File: config.mk
export PLATFORM = sky130hd
export DESIGN_NAME = resp_chk_fifo
export DESIGN_NICKNAME = d
export VERILOG_FILES = /design/src/rtl/resp_chk_pkg.sv /design/src/rtl/resp_chk_fifo.sv
export SDC_FILE = /design/constraint.sdc
export NUM_CORES = 1
export LEC_CHECK = 0
export ABC_AREA = 1
export CAP_MARGIN = 20
export CORE_MARGIN = 2
export CORE_UTILIZATION = 49
export DETAILED_ROUTE_END_ITERATION = 7
export PLACE_DENSITY = 0.66
export SYNTH_ARGS = -nofsm -noshare
export SYNTH_HDL_FRONTEND = slang
export SYNTH_SLANG_ARGS = --single-unit
export TNS_END_PERCENT = 30
File: constraint.sdc
create_clock -name clk -period 3.1 [get_ports clk]
set_input_delay 0.62 -clock clk [delete_from_list [all_inputs] [get_ports clk]]
set_output_delay 0.62 -clock clk [all_outputs]
set_load 0.05 [all_outputs]
File: src/rtl/resp_chk_pkg.sv
// resp_checker shared types and helpers.
// FSM state encoding and a width-aware saturating add.
package resp_chk_pkg;

  typedef enum logic [1:0] {
    ST_IDLE  = 2'd0,
    ST_RUN   = 2'd1,
    ST_FLUSH = 2'd2,
    ST_DONE  = 2'd3
  } state_e;

  // Add a+b and clamp to the all-ones value of a w-bit counter.
  function automatic logic [31:0] sat_add(
    input logic [31:0] a,
    input logic [31:0] b,
    input int unsigned w
  );
    logic [32:0] s;
    logic [32:0] m;
    s = {1'b0, a} + {1'b0, b};
    m = (33'd1 << w) - 33'd1;
    return (s > m) ? m[31:0] : s[31:0];
  endfunction

endpackage

File: src/rtl/resp_chk_fifo.sv
// Expected-value queue, show-ahead head.
// Extra pointer MSB separates full from empty.
module resp_chk_fifo #(
  parameter int WIDTH = 8,
  parameter int DEPTH = 8,
  localparam int AW = $clog2(DEPTH)
) (
  input  logic             clk,
  input  logic             rst,
  input  logic             clear,
  input  logic             push,
  input  logic [WIDTH-1:0] din,
  input  logic             pop,
  output logic [WIDTH-1:0] dout,
  output logic             full,
  output logic             empty,
  output logic [AW:0]      count
);
  import resp_chk_pkg::*;

  localparam logic [AW:0] ONE = {{AW{1'b0}}, 1'b1};

  logic [WIDTH-1:0] mem [DEPTH];
  logic [AW:0]      wr;
  logic [AW:0]      rd;

  assign empty = (wr == rd);
  assign full  = (wr[AW] != rd[AW]) &&
                 (wr[AW-1:0] == rd[AW-1:0]);
  assign count = wr - rd;
  assign dout  = mem[rd[AW-1:0]];

  // Pointer update; clear drops every entry.
  always_ff @(posedge clk or negedge rst) begin
    if (!rst) begin
      wr <= '0;
      rd <= '0;
    end else if (clear) begin
      wr <= '0;
      rd <= '0;
    end else begin
      if (push && !full)  wr <= wr + ONE;
      if (pop  && !empty) rd <= rd + ONE;
    end
  end

  // Storage write; contents need no reset.
  always_ff @(posedge clk) begin
    if (push && !full && !clear)
      mem[wr[AW-1:0]] <= din;
  end

endmodule

After elaboration in Yosys (flattened, before gate mapping)
Memory sizes are Yosys's and may differ from the RTL's. Cells that the tools add are included.

Add/sub/neg operators: 3. Equality and inequality tests: 3. Muxes and demuxes: 6. Reductions and logical operators: 9.

Operators by type and width (number): 4-bit 2-to-1 mux (4); 4-bit by 1-bit adder with 4-bit output, second input constant (2); 4-bit == test (1); 1-bit logical AND (4); 2-bit nonzero test (2); 4-bit subtractor (1); 3-bit == test (1); 1-bit logical NOT (3); 1-bit 2-to-1 mux (2); 1-bit inequality test (1).

Flip-flop bits (word level): 8. Memory bits (writable): 64. Input bits: 13. Output and inout port bits: 14. Word-level logic and storage cells: 24. Memories: 1.

Memory list: mem (words 8, bits a word 8, read ports 1, clocked after memory_dff 0, write ports 1, line resp_chk_fifo.sv:23) `logic [WIDTH-1:0] mem [DEPTH];`.

Longest topological paths before layout
Depth in word-level cells: 7. Gate-level depth with buffers: 10. Gate-level depth less buffers: 9.

Worst setup path before layout
Ideal clock, no wire load.

Path kind: register to output. Start point: reg rd[2]. End point: out count[3]. Arrival time: 2043 ps. Data required time: 2480 ps. Slack: 437 ps. Cell stages (with the launch flop): 7. Path buffers: 1. Path through: dfrtp_1 > buf_2 > inv_2 > ha_1 > nand2_2 > o21ai_0 > xor2_1.

Word-level cells in the longest chain between the ends: 1.

RTL lines: start, declared (line resp_chk_fifo.sv:25) `logic [AW:0] rd;`; start signal, assigned (line resp_chk_fifo.sv:43) `if (pop && !empty) rd <= rd + ONE;`; 4-bit subtractor (line resp_chk_fifo.sv:30) `assign count = wr - rd;`; end, declared (line resp_chk_fifo.sv:17) `output logic [AW:0] count`.

No other way between the ends.

Final worst setup path
Start point: reg wr[0]. End point: out count[2].

Word-level cells in the longest chain between the ends: 1.

RTL lines: start, declared (line resp_chk_fifo.sv:24) `logic [AW:0] wr;`; start signal, assigned (line resp_chk_fifo.sv:42) `if (push && !full) wr <= wr + ONE;`; 4-bit subtractor (line resp_chk_fifo.sv:30).

No other way between the ends.

==> run summary <==
Once detailed placement completed, the half-perimeter wirelength came to 4.55 mm. At the placement stage, the worst setup path has a slack of 0.795 ns. The critical path contains buffers and inverters numbering 2 combined.

Fill cells in the final layout number 540. The worst min-delay path class was in2async. The logs give 0.34 ns for the insertion delay of the later-clocked pin in the worst-skew pair and 0.00532 ns for the worst clock skew on the final layout. After clock tree synthesis, the repair step resized 0 gates. The area of the die came out at 0.00745 sq mm. Entering global routing, the biggest net connects 34 pins.

In this run the deepest clock path goes through 2 buffers. The run finished with clean final reports. Class of the most critical setup path: reg2out. The worst setup path is launched from a register. The run gives 0 as the number of warning messages in the yosys log. The logs give 0.00332 sq mm for the mapped cell area and 2.06 ns for the worst path arrival time. The number of setup buffers added after CTS is 0. On the final layout, the worst hold slack is 0.575 ns. The remaining antenna violation count after routing was 0; the number of nets in the synthesized netlist was 331.

The highest net fanout along the worst path was 8; the worst-case headroom to the max-slew limit was 0.725. The run gives 0 as the DRC violation count after routing. The die extent in x was 86.3 um. Floorplan core area: 0.00646 sq mm. The number of hold buffers added after CTS is 0. After layout, the design draws a total of 2.59 mW. In this run the critical register-to-register path is launched from rd[1]$_DFFE_PN0P_. During placement, the flow inserted port buffers numbering 26. Dividing total power by cell area gives a power density of 663 mW/mm^2. For the deepest level of the CTS H-tree, the log shows 3. Setup repair after global routing left no endpoint under its margin. After floorplanning, the core was divided into 29 placement rows. The fraction of layout instances using a drive strength above 1 is 0.167. The clock net in this run drives a total of 72 sinks. In this run, the number of DRC markers left after iteration 0 of detailed routing was 204. Counting every instance in the synthesized netlist gives 312. The overall global routing resource usage was 0.207. The final routed wirelength across all metal layers is 7.07 mm. For the register-to-register setup slack, the log shows 0.99 ns. Critical register-to-register path endpoint: mem[5][6]$_DFFE_PP_. From bottom edge to top edge, the die measures 86.3 um.

The repair_antennas step left the layout with diodes totalling 0. The number of endpoints with negative hold slack in the final report was 0. From synthesis to final layout, the design area changed by 17.6%. The number of buffers added by the clock tree synthesis step is 9, and the detailed-route wire length per cell is 16.4 um. The peak clock frequency supported by timing was 373 MHz. The worst setup path is captured at an output port. The part of the cycle the worst path needs is 0.865, and the total vias in the final route is 2278. On the critical path the largest part of the delay comes from adder cells. The global route total overflow is 0. The effective utilization at floorplan is 0.514.

The number of max-cap violations was 0. The via count of the first global-routing pass was 2229. The portion of the post-synthesis area used by sequential elements was 0.639. For the global-route wire length before repair, the log shows 11.2 mm. For the number of detailed-routing iterations run before antenna repair, the log shows 4. The run gives 0 as the setup violation total in the final timing report. Once routing completed, OpenROAD measured the worst setup slack at 0.420 ns.

For this run, the slowest stage of the critical path takes 0.49 ns. The measured slew at the worst slew-check pin is 0.411 ns, and the total number of nets in the final design is 368. The slowest library cell on the worst path is sky130_fd_sc_hd__dfrtp_1. After detailed routing, the number of vias per cell comes to 5.29. After clock tree synthesis, the clock-pin slew on the worst setup and hold paths is 0.07 ns. The endpoint required time on the critical path came out at 2.48 ns. For the number of unique standard cell types used by synthesis, the log shows 24. For the max-slew violation count, the log shows 0.

A synthesized cell averages 10.6 sq um. Traced cell by cell, the critical path runs through inv_1 -> ha_1 -> fa_1 -> xnor2_1 -> buf_12. Across the VDD grid, the largest voltage drop is 403 uV. The critical path runs through a total of 5 cells.

The final critical delay including setup and external delays is 2.68 ns, and the number of antenna violations at the first check in global routing is 0. The tools report the final estimated routing congestion in global placement as 0.807. Clock tree root driver cell: sky130_fd_sc_hd__clkbuf_8. Register cell area after layout: 0.00212 sq mm. Summed over all cells, the static leakage comes to 1.57 nW. The register bit count reported by yosys was 72. For the final routed database, the setup TNS stands at 0 ns. TritonCTS built the clock tree.

The number of cells on the worst reg-to-reg path came out at 8. Summing all multi-input logic gate instances after layout gives 0.00102 sq mm. Pin placement for this block handled 27 I/O pins.
[report_power, final]
part	total [mW]	switching, mW	internal [mW]
registers	1.09	0.0148	1.07
clock network	0.795	0.341	0.454
logic	0.705	0.470	0.234
[layer usage]
metal | part of all wire | GRT usage | vias to the layer above | wire length [um]
li1 | - | - | 1128 | -
met1 | 0.45 | 0.282 | 1087 | 3200
met2 | 0.48 | 0.323 | 55 | 3390
met3 | 0.055 | 0.0543 | 8 | 386
met4 | 0.013 | 0.0753 | 0 | 93
met5 | 0 | 0 | - | 0
[per-stage QoR]
stage,util,cell area [sq um],instances
floorplan,-,3320,312
global placement,0.571,3690,415
detailed placement,0.571,3690,415
CTS,0.604,3900,431
global route,0.604,3900,431
finish,0.604,3900,431
[Yosys cell counts]
library cell / count / area [sq um]
sky130_fd_sc_hd__nor2_1: 75 / 282
sky130_fd_sc_hd__nand2_1: 65 / 244
sky130_fd_sc_hd__edfxtp_1: 64 / 1920
sky130_fd_sc_hd__o21ai_1: 29 / 145
sky130_fd_sc_hd__nand3_1: 11 / 55.1
sky130_fd_sc_hd__buf_6: 8 / 90.1
sky130_fd_sc_hd__dfrtp_1: 8 / 200
sky130_fd_sc_hd__inv_1: 8 / 30.0
sky130_fd_sc_hd__nand4_1: 7 / 43.8
sky130_fd_sc_hd__buf_2: 5 / 25.0
sky130_fd_sc_hd__ha_1: 5 / 62.6
sky130_fd_sc_hd__inv_2: 4 / 15.0
sky130_fd_sc_hd__nand2_2: 4 / 25.0
sky130_fd_sc_hd__o21ai_0: 4 / 20.0
sky130_fd_sc_hd__nand2_4: 3 / 33.8
sky130_fd_sc_hd__xor2_1: 3 / 26.3
sky130_fd_sc_hd__nand3_2: 2 / 20.0
sky130_fd_sc_hd__a21oi_1: 1 / 5.00
sky130_fd_sc_hd__buf_4: 1 / 7.51
sky130_fd_sc_hd__fa_1: 1 / 20.0
sky130_fd_sc_hd__inv_4: 1 / 6.26
sky130_fd_sc_hd__nand4_4: 1 / 21.3
sky130_fd_sc_hd__nor2_4: 1 / 11.3
sky130_fd_sc_hd__xnor2_1: 1 / 8.76
[registers in the layout, summed over array words and instances (netlist names)]
| name | flops |
|---|---|
| mem | 64 |
| wr | 4 |
| rd | 4 |
[how the worst max path moves through the flow]
stage	startpoint	end	slack, ns
4_1_cts	wr[0]$_DFFE_PN0P_	count[2]	0.41
3_3_place_gp	wr[0]$_DFFE_PN0P_	count[2]	0.76
5_1_grt	rd[0]$_DFFE_PN0P_	dout[1]	0.24
2_1_floorplan	rd[2]$_DFFE_PN0P_	count[3]	0.44
3_5_place_dp	wr[0]$_DFFE_PN0P_	count[2]	0.79
6_report	wr[0]$_DFFE_PN0P_	count[2]	0.42
[layout by cell type (no fill, tap or decap)]
cell type / synthesis / layout
sky130_fd_sc_hd__xnor2_1: 1 / 1
sky130_fd_sc_hd__ha_1: 5 / 5
sky130_fd_sc_hd__nand3_1: 11 / 11
sky130_fd_sc_hd__bufinv_16: 0 / 2
sky130_fd_sc_hd__o21ai_0: 4 / 4
sky130_fd_sc_hd__nand2_1: 65 / 65
sky130_fd_sc_hd__clkinv_2: 0 / 1
sky130_fd_sc_hd__nand2_4: 3 / 3
sky130_fd_sc_hd__dfrtp_1: 8 / 8
sky130_fd_sc_hd__a21oi_1: 1 / 1
sky130_fd_sc_hd__clkinv_1: 0 / 1
sky130_fd_sc_hd__clkinvlp_4: 0 / 1
sky130_fd_sc_hd__clkbuf_8: 0 / 9
sky130_fd_sc_hd__buf_12: 0 / 5
sky130_fd_sc_hd__nor2_4: 1 / 1
sky130_fd_sc_hd__edfxtp_1: 64 / 64
sky130_fd_sc_hd__buf_4: 1 / 23
sky130_fd_sc_hd__fa_1: 1 / 1
sky130_fd_sc_hd__nand4_4: 1 / 1
sky130_fd_sc_hd__nor2_1: 75 / 75
sky130_fd_sc_hd__inv_6: 0 / 2
sky130_fd_sc_hd__inv_1: 8 / 8
sky130_fd_sc_hd__o21ai_1: 29 / 29
sky130_fd_sc_hd__xor2_1: 3 / 3
sky130_fd_sc_hd__nand2_2: 4 / 4
sky130_fd_sc_hd__inv_2: 4 / 4
sky130_fd_sc_hd__clkdlybuf4s50_1: 0 / 12
sky130_fd_sc_hd__nand3_2: 2 / 2
sky130_fd_sc_hd__nand4_1: 7 / 7
sky130_fd_sc_hd__inv_4: 1 / 1
[layout make-up]
| cell class | count | share of cell area |
|---|---|---|
| Tap cell | 77 | 0.0247 |
| Timing Repair Buffer | 40 | 0.101 |
| Sequential cell | 72 | 0.544 |
| Clock inverter | 7 | 0.0240 |
| Inverter | 13 | 0.0131 |
| Multi-Input combinational cell | 213 | 0.262 |
| Clock buffer | 9 | 0.0317 |
[cell families (layout without fill, tap and decap cells)]
| logic type | Yosys count | after routing | share of synthesized area |
|---|---|---|---|
| buf+inv | 27 | 69 | 0.0524 |
| flops | 72 | 72 | 0.639 |
| xor+xnor | 4 | 4 | 0.0106 |
| compound gates | 34 | 34 | 0.0513 |
| fa+ha+maj | 6 | 6 | 0.0249 |
| simple gates | 169 | 169 | 0.222 |
No activity file was read; power rests on OpenSTA's default activity.
